<file path="src/rtl/package_sorter_param.sv">
// Weight-band package sorter: settles a nonzero scale reading, classifies it against a threshold
// table and keeps saturating per-band counters. Optional feature macro: PKG_OVF_STICKY_EN (grp_ovf flags).
module package_sorter_param #(
    parameter int W_WIDTH    = 12,
    parameter int NUM_GRP    = 6,
    parameter int CNT_WIDTH  = 8,
    parameter int SETTLE_CYC = 2,
    parameter logic [(NUM_GRP-1)*W_WIDTH-1:0] THRESH = {W_WIDTH'(2000), W_WIDTH'(1500),
                                                         W_WIDTH'(750),  W_WIDTH'(500),
                                                         W_WIDTH'(250)},
    localparam int GRP_IDX_W = $clog2(NUM_GRP+1)
) (
    input  logic                         clk,
    input  logic                         reset,
    input  logic [W_WIDTH-1:0]           weight,
    input  logic                         cnt_clr,
    output logic [NUM_GRP*CNT_WIDTH-1:0] grp_cnt,
    output logic [GRP_IDX_W-1:0]         current_grp,
    output logic                         pkg_valid,
`ifdef PKG_OVF_STICKY_EN
    output logic [NUM_GRP-1:0]           grp_ovf,
`endif
    output logic [1:0]                   fsm_state
);

    localparam logic [1:0] S_IDLE   = 2'd0;
    localparam logic [1:0] S_SETTLE = 2'd1;
    localparam logic [1:0] S_LOCKED = 2'd2;
    localparam int ST_W = $clog2(SETTLE_CYC+1);

    logic [1:0]           state;
    logic [W_WIDTH-1:0]   w_hold;
    logic [ST_W-1:0]      st;
    logic [ST_W-1:0]      st_inc;
    logic                 do_count;
    logic [W_WIDTH-1:0]   count_w;
    logic [GRP_IDX_W-1:0] band;
    logic [CNT_WIDTH-1:0] cnt_q [NUM_GRP];

    // Thresholds are ascending, so the last slice exceeded decides the band.
    function automatic logic [GRP_IDX_W-1:0] classify(input logic [W_WIDTH-1:0] w);
        logic [GRP_IDX_W-1:0] b;
        b = GRP_IDX_W'(1);
        for (int i = 0; i < NUM_GRP-1; i++) begin
            if (w > THRESH[i*W_WIDTH +: W_WIDTH]) b = GRP_IDX_W'(i+2);
        end
        return b;
    endfunction

    assign st_inc    = st + ST_W'(1);
    assign fsm_state = state;

    always_comb begin
        do_count = 1'b0;
        case (state)
            S_IDLE:   do_count = (weight != '0) && (SETTLE_CYC == 1);
            S_SETTLE: do_count = (weight != '0) && (weight == w_hold) && (st_inc == ST_W'(SETTLE_CYC));
            default:  do_count = 1'b0;
        endcase
    end

    // With SETTLE_CYC==1 the count happens in IDLE before w_hold is loaded.
    assign count_w = (state == S_IDLE) ? weight : w_hold;
    assign band    = classify(count_w);

    always_ff @(posedge clk or posedge reset) begin
        if (reset) begin
            state       <= S_IDLE;
            w_hold      <= '0;
            st          <= '0;
            current_grp <= '0;
            pkg_valid   <= 1'b0;
        end else begin
            pkg_valid <= do_count;
            case (state)
                S_IDLE: begin
                    if (weight != '0) begin
                        w_hold <= weight;
                        st     <= ST_W'(1);
                        state  <= do_count ? S_LOCKED : S_SETTLE;
                    end
                end
                S_SETTLE: begin
                    if (weight == '0) begin
                        state <= S_IDLE;
                    end else if (weight != w_hold) begin
                        w_hold <= weight;
                        st     <= ST_W'(1);
                    end else begin
                        st <= st_inc;
                        if (do_count) state <= S_LOCKED;
                    end
                end
                S_LOCKED: begin
                    if (weight == '0) begin
                        state       <= S_IDLE;
                        current_grp <= '0;
                    end
                end
                default: state <= S_IDLE;
            endcase
            if (do_count) current_grp <= band;
        end
    end

    // Clear beats a coincident count; counters stick at all-ones.
    always_ff @(posedge clk or posedge reset) begin
        if (reset) begin
            for (int k = 0; k < NUM_GRP; k++) cnt_q[k] <= '0;
        end else if (cnt_clr) begin
            for (int k = 0; k < NUM_GRP; k++) cnt_q[k] <= '0;
        end else begin
            for (int k = 0; k < NUM_GRP; k++) begin
                if (do_count && band == GRP_IDX_W'(k+1) && cnt_q[k] != '1)
                    cnt_q[k] <= cnt_q[k] + CNT_WIDTH'(1);
            end
        end
    end

`ifdef PKG_OVF_STICKY_EN
    always_ff @(posedge clk or posedge reset) begin
        if (reset) begin
            grp_ovf <= '0;
        end else if (cnt_clr) begin
            grp_ovf <= '0;
        end else begin
            for (int k = 0; k < NUM_GRP; k++) begin
                if (do_count && band == GRP_IDX_W'(k+1) && cnt_q[k] == '1) grp_ovf[k] <= 1'b1;
            end
        end
    end
`endif

    for (genvar g = 0; g < NUM_GRP; g++) begin : g_cnt
        assign grp_cnt[g*CNT_WIDTH +: CNT_WIDTH] = cnt_q[g];
    end

endmodule
</file>
<file path="config.mk">
export PLATFORM = sky130hd
export DESIGN_NAME = package_sorter_param
export DESIGN_NICKNAME = d
export VERILOG_FILES = /design/src/rtl/package_sorter_param.sv
export SDC_FILE = /design/constraint.sdc
export NUM_CORES = 1
export LEC_CHECK = 0
export BUFFER_PORTS_ARGS = -buffer_cell sky130_fd_sc_hd__buf_2
export CAP_MARGIN = 20
export CORE_ASPECT_RATIO = 1.5
export CORE_UTILIZATION = 35
export DETAILED_ROUTE_END_ITERATION = 10
export SYNTH_ARGS = -nofsm -noshare
export SYNTH_HDL_FRONTEND = slang
export SYNTH_SLANG_ARGS = --single-unit
</file>
<file path="constraint.sdc">
create_clock -name clk -period 2.7 [get_ports clk]
set_clock_uncertainty 0.2 [all_clocks]
set_input_delay 0.54 -clock clk [delete_from_list [all_inputs] [get_ports clk]]
set_output_delay 0.54 -clock clk [all_outputs]
set_load 0.02 [all_outputs]
</file>
==> metrics.yaml, run 1 <==
status:
  status: "finished with violations"
  violations: "setup timing"
global_routing:
  grt_start_max_net_pins: 47
  antenna_found_initial: 0
  grt_pass1_vias: 4433
  grt_pass1_wl_um: 22100
  overflow: 0
  grtUsageTotal_pct: 23.2
cells_and_area:
  fillers: 1034
  multi_input_area_um2: 2680
  drive_gt1_share_pct: 45.7
  area_growth_pct: 52.3
  nNetsFinal: 643
  seqCellArea_um2: 1700
  n_antenna_cell: 0
flow_run:
  drv_cap: 0
floorplan:
  chipWidth_um: 90.5
  start_util_pct: 35.9
  die-area_um2: 12200
  row_count: 48
  ios: 69
  fp.coreArea_um2: 11500
  die_h_um: 135
clocking:
  cts_num_sinks: 68
  cts-root-buf: "clkbuf_16"
  cts_tree: "done"
  ctsLongestPathBuffers: 2
  cts-buffers-inserted: 9
  path_clk_slew_ns: 0.06
  htreeDepth: 3
  hold_buffers: 0
  insertion_delay_ns: 0.33
power_and_ir_drop:
  power.leakage_nw: 2.78
  p_per_area_nw_per_um2: 381
  peakVddDrop_mv: 0.237
setup_path:
  start_kind: "register"
  critical_path.cell_chain: "buf_6 > buf_6 > nand4bb_4 > a22o_1 > o311a_1 > a21o_1 > a2111o_1 > or3_1 > a21oi_1"
  r2r_start: "fsm_state[0]"
  end_kind: "register"
  slowest_stage: "a2111o_1"
  crit_type: "register to register"
  critPathMaxStageDelay_ns: 0.50
  rrSetupSlack_ns: -0.36
  rr_worst_depth: 9
  crit_required_ns: 2.76
  critPathArrivalTime_ns: 3.11
  cp_max_fo: 7
  timing.rr.end: "grp_cnt[18]"
  cp_common_cell: "buf_6"
hold_path:
  hold_class: "input pin to async pin"
sta:
  setup_violations: 40
  min_period_ns: 3.06
  tns_ns: -9.87
  worstMarginPinSlew_ns: 0.593
  slew_headroom_pct: 60.4
  rsz0062_at_grt: "yes"
  slew_violations: 0
  hold_ws_ns: 0.0672
  period_share_pct: 113
  finalWorstSetupSlack_ns: -0.358
  hold_viol: 0
  fmax_mhz: 327
placed_design:
  gp_congestion: 0.894
  port_buffers: 68
  dp_hpwl_um: 9310
route:
  wirelength_um: 13900
  firstDrtPassIters: 5
  routed-via-count: 4331
  drc: 0
  ant_nets: 0
  first_iter_violations: 261
  vias_per_cell: 5.60
  wl_per_cell_um: 18.0
synthesis:
  synth_edf_count: 0
  synth_cell_types: 64
  yosys.area.top_type: "dfrtp_1"
  synth_flop_cell: "dfrtp_1"
  synth_nets: 463
  synth.avg_cell_area_um2: 9.33
  syn_inst: 441
  yosysWarnings: 0
  synthTopCellsByCount: "dfrtp_1, a21oi_1, nor2_1, nand2_1"
  synth_top_area_share_pct: 41.4
  synthArstFlopShare_pct: 100
  ys_ff_latch: 68
  syn-cell-area_um2: 4110
  yosysSeqAreaShare_pct: 41.4
  synth_area_leaders: "dfrtp_1, a21oi_1, mux2_2"
  synth_most_common_cell: "dfrtp_1"
## placed cells by master, fill, tap and decap left out, types with 11 or more instances in the layout
master    n
a21oi_1  27
nand2_1  24
inv_1    11
mux2_2   12
nand4_1  14
xnor2_1  14
buf_4    93
o21ai_0  18
dfrtp_1  66
or3_1    13
buf_2    68
buf_6    25
nor2_1   29
nand3_1  25
or4_1    11
## state kept, by name (all words and copies together) (netlist names)
name / flops
w_hold: 12
pkg_valid: 1
fsm_state: 2
current_grp: 3
grp_cnt: 48
st: 2
## critical path, delay by kind of cell (launching register included)
| family | cells | cell delay [ns] |
|---|---|---|
| compound gates | 5 | 1.41 |
| buf+inv | 2 | 0.27 |
| flops | 1 | 0.47 |
| simple gates | 2 | 0.63 |
## final cells by class
class,count,share of cell area (%)
Clock inverter,2,0.200
Multi-Input combinational cell,340,42.8
Sequential cell,68,27.2
Clock buffer,12,3.94
Tap cell,150,3.00
Inverter,13,0.779
Timing Repair Buffer,189,22.0
## metal layers
| layer | GRT usage, % | up-vias | share of wire, % | wire (um) |
|---|---|---|---|---|
| li1 | - | 2017 | - | - |
| met1 | 24.9 | 2121 | 39 | 5450 |
| met2 | 41.2 | 144 | 53 | 7340 |
| met3 | 4.56 | 49 | 3.8 | 530 |
| met4 | 14.8 | 0 | 4.5 | 626 |
| met5 | 0 | - | 0 | 0 |
## how the worst max path moves through the flow
stage | slack [ns] | endpoint | start | depth (start not counted)
2_1_floorplan | -0.22 | grp_cnt[37] | fsm_state[0] | 9
3_3_place_gp | -0.43 | grp_cnt[36] | weight[9] | 8
3_5_place_dp | -0.46 | grp_cnt[38] | weight[9] | 8
4_1_cts | -0.32 | grp_cnt[38] | fsm_state[1] | 7
5_1_grt | -0.44 | grp_cnt[17] | fsm_state[0] | 11
6_report | -0.36 | grp_cnt[18] | fsm_state[0] | 9
## metrics by stage
step | total power [mW] | instance area [um^2] | worst slack (ns) | util, % | std cells
after floorplan | 1.17 | 4180 | -0.225 | - | 441
after global placement | 1.28 | 5280 | -0.431 | 46.0 | 727
after detailed placement | 1.28 | 5280 | -0.464 | 46.0 | 727
after CTS | 2.38 | 5910 | -0.320 | 51.5 | 761
after global routing | 2.48 | 6260 | -0.441 | 54.6 | 774
final | 2.39 | 6260 | -0.358 | 54.6 | 774
## timing repair
| action | 4_1_cts | 5_1_grt |
|---|---|---|
| cloned | 2 | 0 |
| setup buffers | 18 | 13 |
| endpoints found under the setup margin | 43 | 49 |
| resized for setup | 54 | 48 |
| pin swaps | 37 | 28 |
## where the power goes
group / internal [mW] / switching, mW
clock: 0.635 / 0.428
sequential: 1.03 / 0.0120
combinational: 0.130 / 0.153
## kinds of logic after synthesis
kind of cell,after synthesis,share of synthesized area [%]
xor+xnor,21,4.47
simple gates,180,25.1
buf+inv,34,3.71
flops,68,41.4
fa+ha+maj,7,2.13
compound gates,107,16.9
mux,24,6.30
Power figures use the tool's default switching activity.
==> run 2: changes to the inputs <==
--- a/config.mk
+++ b/config.mk
@@ -8,7 +8,7 @@
 export BUFFER_PORTS_ARGS = -buffer_cell sky130_fd_sc_hd__buf_2
 export CAP_MARGIN = 20
 export CORE_ASPECT_RATIO = 1.5
-export CORE_UTILIZATION = 35
+export CORE_UTILIZATION = 25
 export DETAILED_ROUTE_END_ITERATION = 10
 export SYNTH_ARGS = -nofsm -noshare
 export SYNTH_HDL_FRONTEND = slang
==> constraint.sdc (replaced) <==
create_clock -name clk -period 2.9 [get_ports clk]
set_clock_uncertainty 0.2 [all_clocks]
set_input_delay 0.58 -clock clk [delete_from_list [all_inputs] [get_ports clk]]
set_output_delay 0.58 -clock clk [all_outputs]
set_load 0.02 [all_outputs]
==> run 2 against run 1 <==
  * Critical endpoint is now grp_cnt[33]
  * First-iteration DRC count decreased by 29%
  * The run still ends with setup timing left
  * Register-to-register slack better by 0.14 ns
  * Hold slack improved by 0.028 ns
  * Power shrank 7.4%
  * Sequential power down 7%
  * Via count decreased by 1.6%
  * Largest cell class unchanged
  * Global-route usage shrank 7.3 points
  * Largest power group unchanged
  * Die area increased by 39%
==> metrics.yaml, run 2 (same netlist as run 1, synthesis figures left out) <==
global_routing:
  grt_pass1_wl_um: 21500  # was 22100 um
  overflow: 0  # unchanged
  grt_pass1_vias: 4265  # was 4433
  antenna_found_initial: 0  # unchanged
  grtUsageTotal_pct: 15.9  # was 23.2%
  grt_start_max_net_pins: 45  # was 47
clocking:
  ctsLongestPathBuffers: 2  # unchanged
  cts-buffers-inserted: 9  # unchanged
  cts_tree: "done"  # unchanged
  cts-root-buf: "clkbuf_16"  # unchanged
  htreeDepth: 3  # unchanged
  path_clk_slew_ns: 0.06  # about the same
  cts_num_sinks: 68  # unchanged
  insertion_delay_ns: 0.33  # about the same
setup_path:
  critPathMaxStageDelay_ns: 0.55  # was 0.50 ns
  timing.rr.end: "grp_cnt[33]"  # was grp_cnt[18]
  crit_required_ns: 2.90  # was 2.76 ns
  end_kind: "register"  # unchanged
  crit_buf_inv: 4  # was 2
  slowest_stage: "or4_4"  # was a2111o_1
  rrSetupSlack_ns: -0.21  # was -0.36 ns
  cp_common_cell: "buf_6"  # unchanged
  rr_worst_depth: 11  # was 9
  r2r_start: "fsm_state[0]"  # unchanged
  crit_type: "register to register"  # unchanged
  cp_max_fo: 7  # unchanged
  crit_family: "simple AND/OR/NAND/NOR gates"  # was compound AO/OA/AOI/OAI gates
  critPathArrivalTime_ns: 3.11  # about the same
  start_kind: "register"  # unchanged
  critical_path.cell_chain: "buf_12 > buf_6 > or4b_4 > o21a_1 > o32ai_4 > o22ai_2 > buf_4 > or4_4 > buf_6 > mux2i_1 > nor2_1"  # was buf_6 > buf_6 > nand4bb_4 > a22o_1 > o311a_1 > a21o_1 > a2111o_1 > or3_1 > a21oi_1
floorplan:
  fp.coreArea_um2: 16100  # was 11500 um^2
  chipWidth_um: 107  # was 90.5 um
  ios: 69  # unchanged
  die-area_um2: 17000  # was 12200 um^2
  row_count: 57  # was 48
  start_util_pct: 25.5  # was 35.9%
  die_h_um: 159  # was 135 um
route:
  wirelength_um: 13300  # was 13900 um
  routed-via-count: 4260  # was 4331
  vias_per_cell: 5.27  # was 5.60
  first_iter_violations: 186  # was 261
  firstDrtPassIters: 6  # was 5
  drc: 0  # unchanged
  ant_nets: 0  # unchanged
  wl_per_cell_um: 16.5  # was 18.0 um
cells_and_area:
  instances_no_fill: 808  # was 774
  final_core_util_pct: 37.4  # was 54.6%
  largest_register_ffs: 48  # unchanged
  fillers: 1651  # was 1034
  nNetsFinal: 619  # was 643
  drive_gt1_share_pct: 43.4  # was 45.7%
  mostFrequentLayoutCells: "buf_4, buf_2, dfrtp_1"  # unchanged
  n_antenna_cell: 0  # unchanged
  area_growth_pct: 46.7  # was 52.3%
  final_common_cell: "buf_4"  # unchanged
sta:
  period_share_pct: 107  # was 113%
  finalWorstSetupSlack_ns: -0.214  # was -0.358 ns
  setup_violations: 36  # was 40
  hold_viol: 0  # unchanged
  min_period_ns: 3.11  # was 3.06 ns
  slew_headroom_pct: 63.4  # was 60.4%
  tns_ns: -4.70  # was -9.87 ns
  rsz0062_at_grt: "yes"  # unchanged
  fmax_mhz: 321  # was 327 MHz
  worstMarginPinSlew_ns: 0.548  # was 0.593 ns
  slew_violations: 0  # unchanged
placed_design:
  port_buffers: 68  # unchanged
  dp_hpwl_um: 9450  # was 9310 um
  gp_congestion: 0.887  # was 0.894
  pre_cts_slack_ns: -0.423  # was -0.464 ns
  post-place-cells: 770  # was 727
status:
  violations: "setup timing"  # unchanged
  status: "finished with violations"  # unchanged
flow_run:
  drv_cap: 0  # unchanged
hold_path:
  hold_class: "input pin to async pin"  # unchanged
power_and_ir_drop:
  p_per_area_nw_per_um2: 366  # was 381 nW/um^2
  power.leakage_nw: 2.64  # was 2.78 nW
  peakVddDrop_mv: 0.258  # was 0.237 mV
  total_power_mw: 2.21  # was 2.39 mW
==> run 2: cell types whose count changed in the layout (fill, tap and decap cells not counted), moves of 3 or more <==
cell and change:
buf_12 +3, buf_4 -13, buf_6 -16, clkinv_2 +3
o21ai_1 -4, o21ai_2 +5, or4_1 -3, or4_4 +4
==> run 2: routing by layer <==
metal	vias up	track usage, %	wire, um
li1	1968	-	-
met3	28	2.62	567
met5	-	0	0
met4	0	7.53	423
met2	124	28.1	7240
met1	2140	18.2	5100
==> run 2: repair_timing <==
action | in CTS | in global routing
resized for setup | 40 | 32
buffers inserted | 12 | 8
setup endpoints to repair | 37 | 41
hold buffers | 0 | 0
gates cloned | 2 | 1
pin swaps | 31 | 31
==> run 2: cell type report <==
type                       count  area (um^2)  area share, %
multi-input combinational    340         2550           42.3
sequential                    68         1700           28.2
timing repair buffer         165         1200           19.9
tap                          206          258           4.27
clock buffer                  11          243           4.02
inverter                      13         48.8          0.809
clock inverter                 5         27.5          0.456
==> run 2: power breakdown <==
group | total, mW | internal, mW | switching (mW)
sequential | 0.969 | 0.959 | 0.00985
combinational | 0.241 | 0.110 | 0.131
clock | 1.00 | 0.596 | 0.405
total | 2.21 | 1.67 | 0.545
==> run 2: worst max path at each step <==
| stage | slack [ns] | cells after the start | start | endpoint |
|---|---|---|---|---|
| after floorplan | -0.02 | 9 | fsm_state[0] | grp_cnt[37] |
| after global placement | -0.34 | 8 | weight[0] | grp_cnt[19] |
| after detailed placement | -0.42 | 8 | weight[0] | grp_cnt[19] |
| after CTS | -0.17 | 9 | fsm_state[0] | grp_cnt[19] |
| after global routing | -0.32 | 8 | fsm_state[0] | grp_cnt[38] |
| final | -0.21 | 11 | fsm_state[0] | grp_cnt[33] |
==> run 2: metrics by stage <==
stage / hold slack, ns / instance area, um^2
5_1_grt: 0.142 / 6030
3_5_place_dp: 0.305 / 5280
3_3_place_gp: 0.286 / 5280
4_1_cts: 0.112 / 5800
6_report: 0.0955 / 6030
2_1_floorplan: 0.261 / 4150
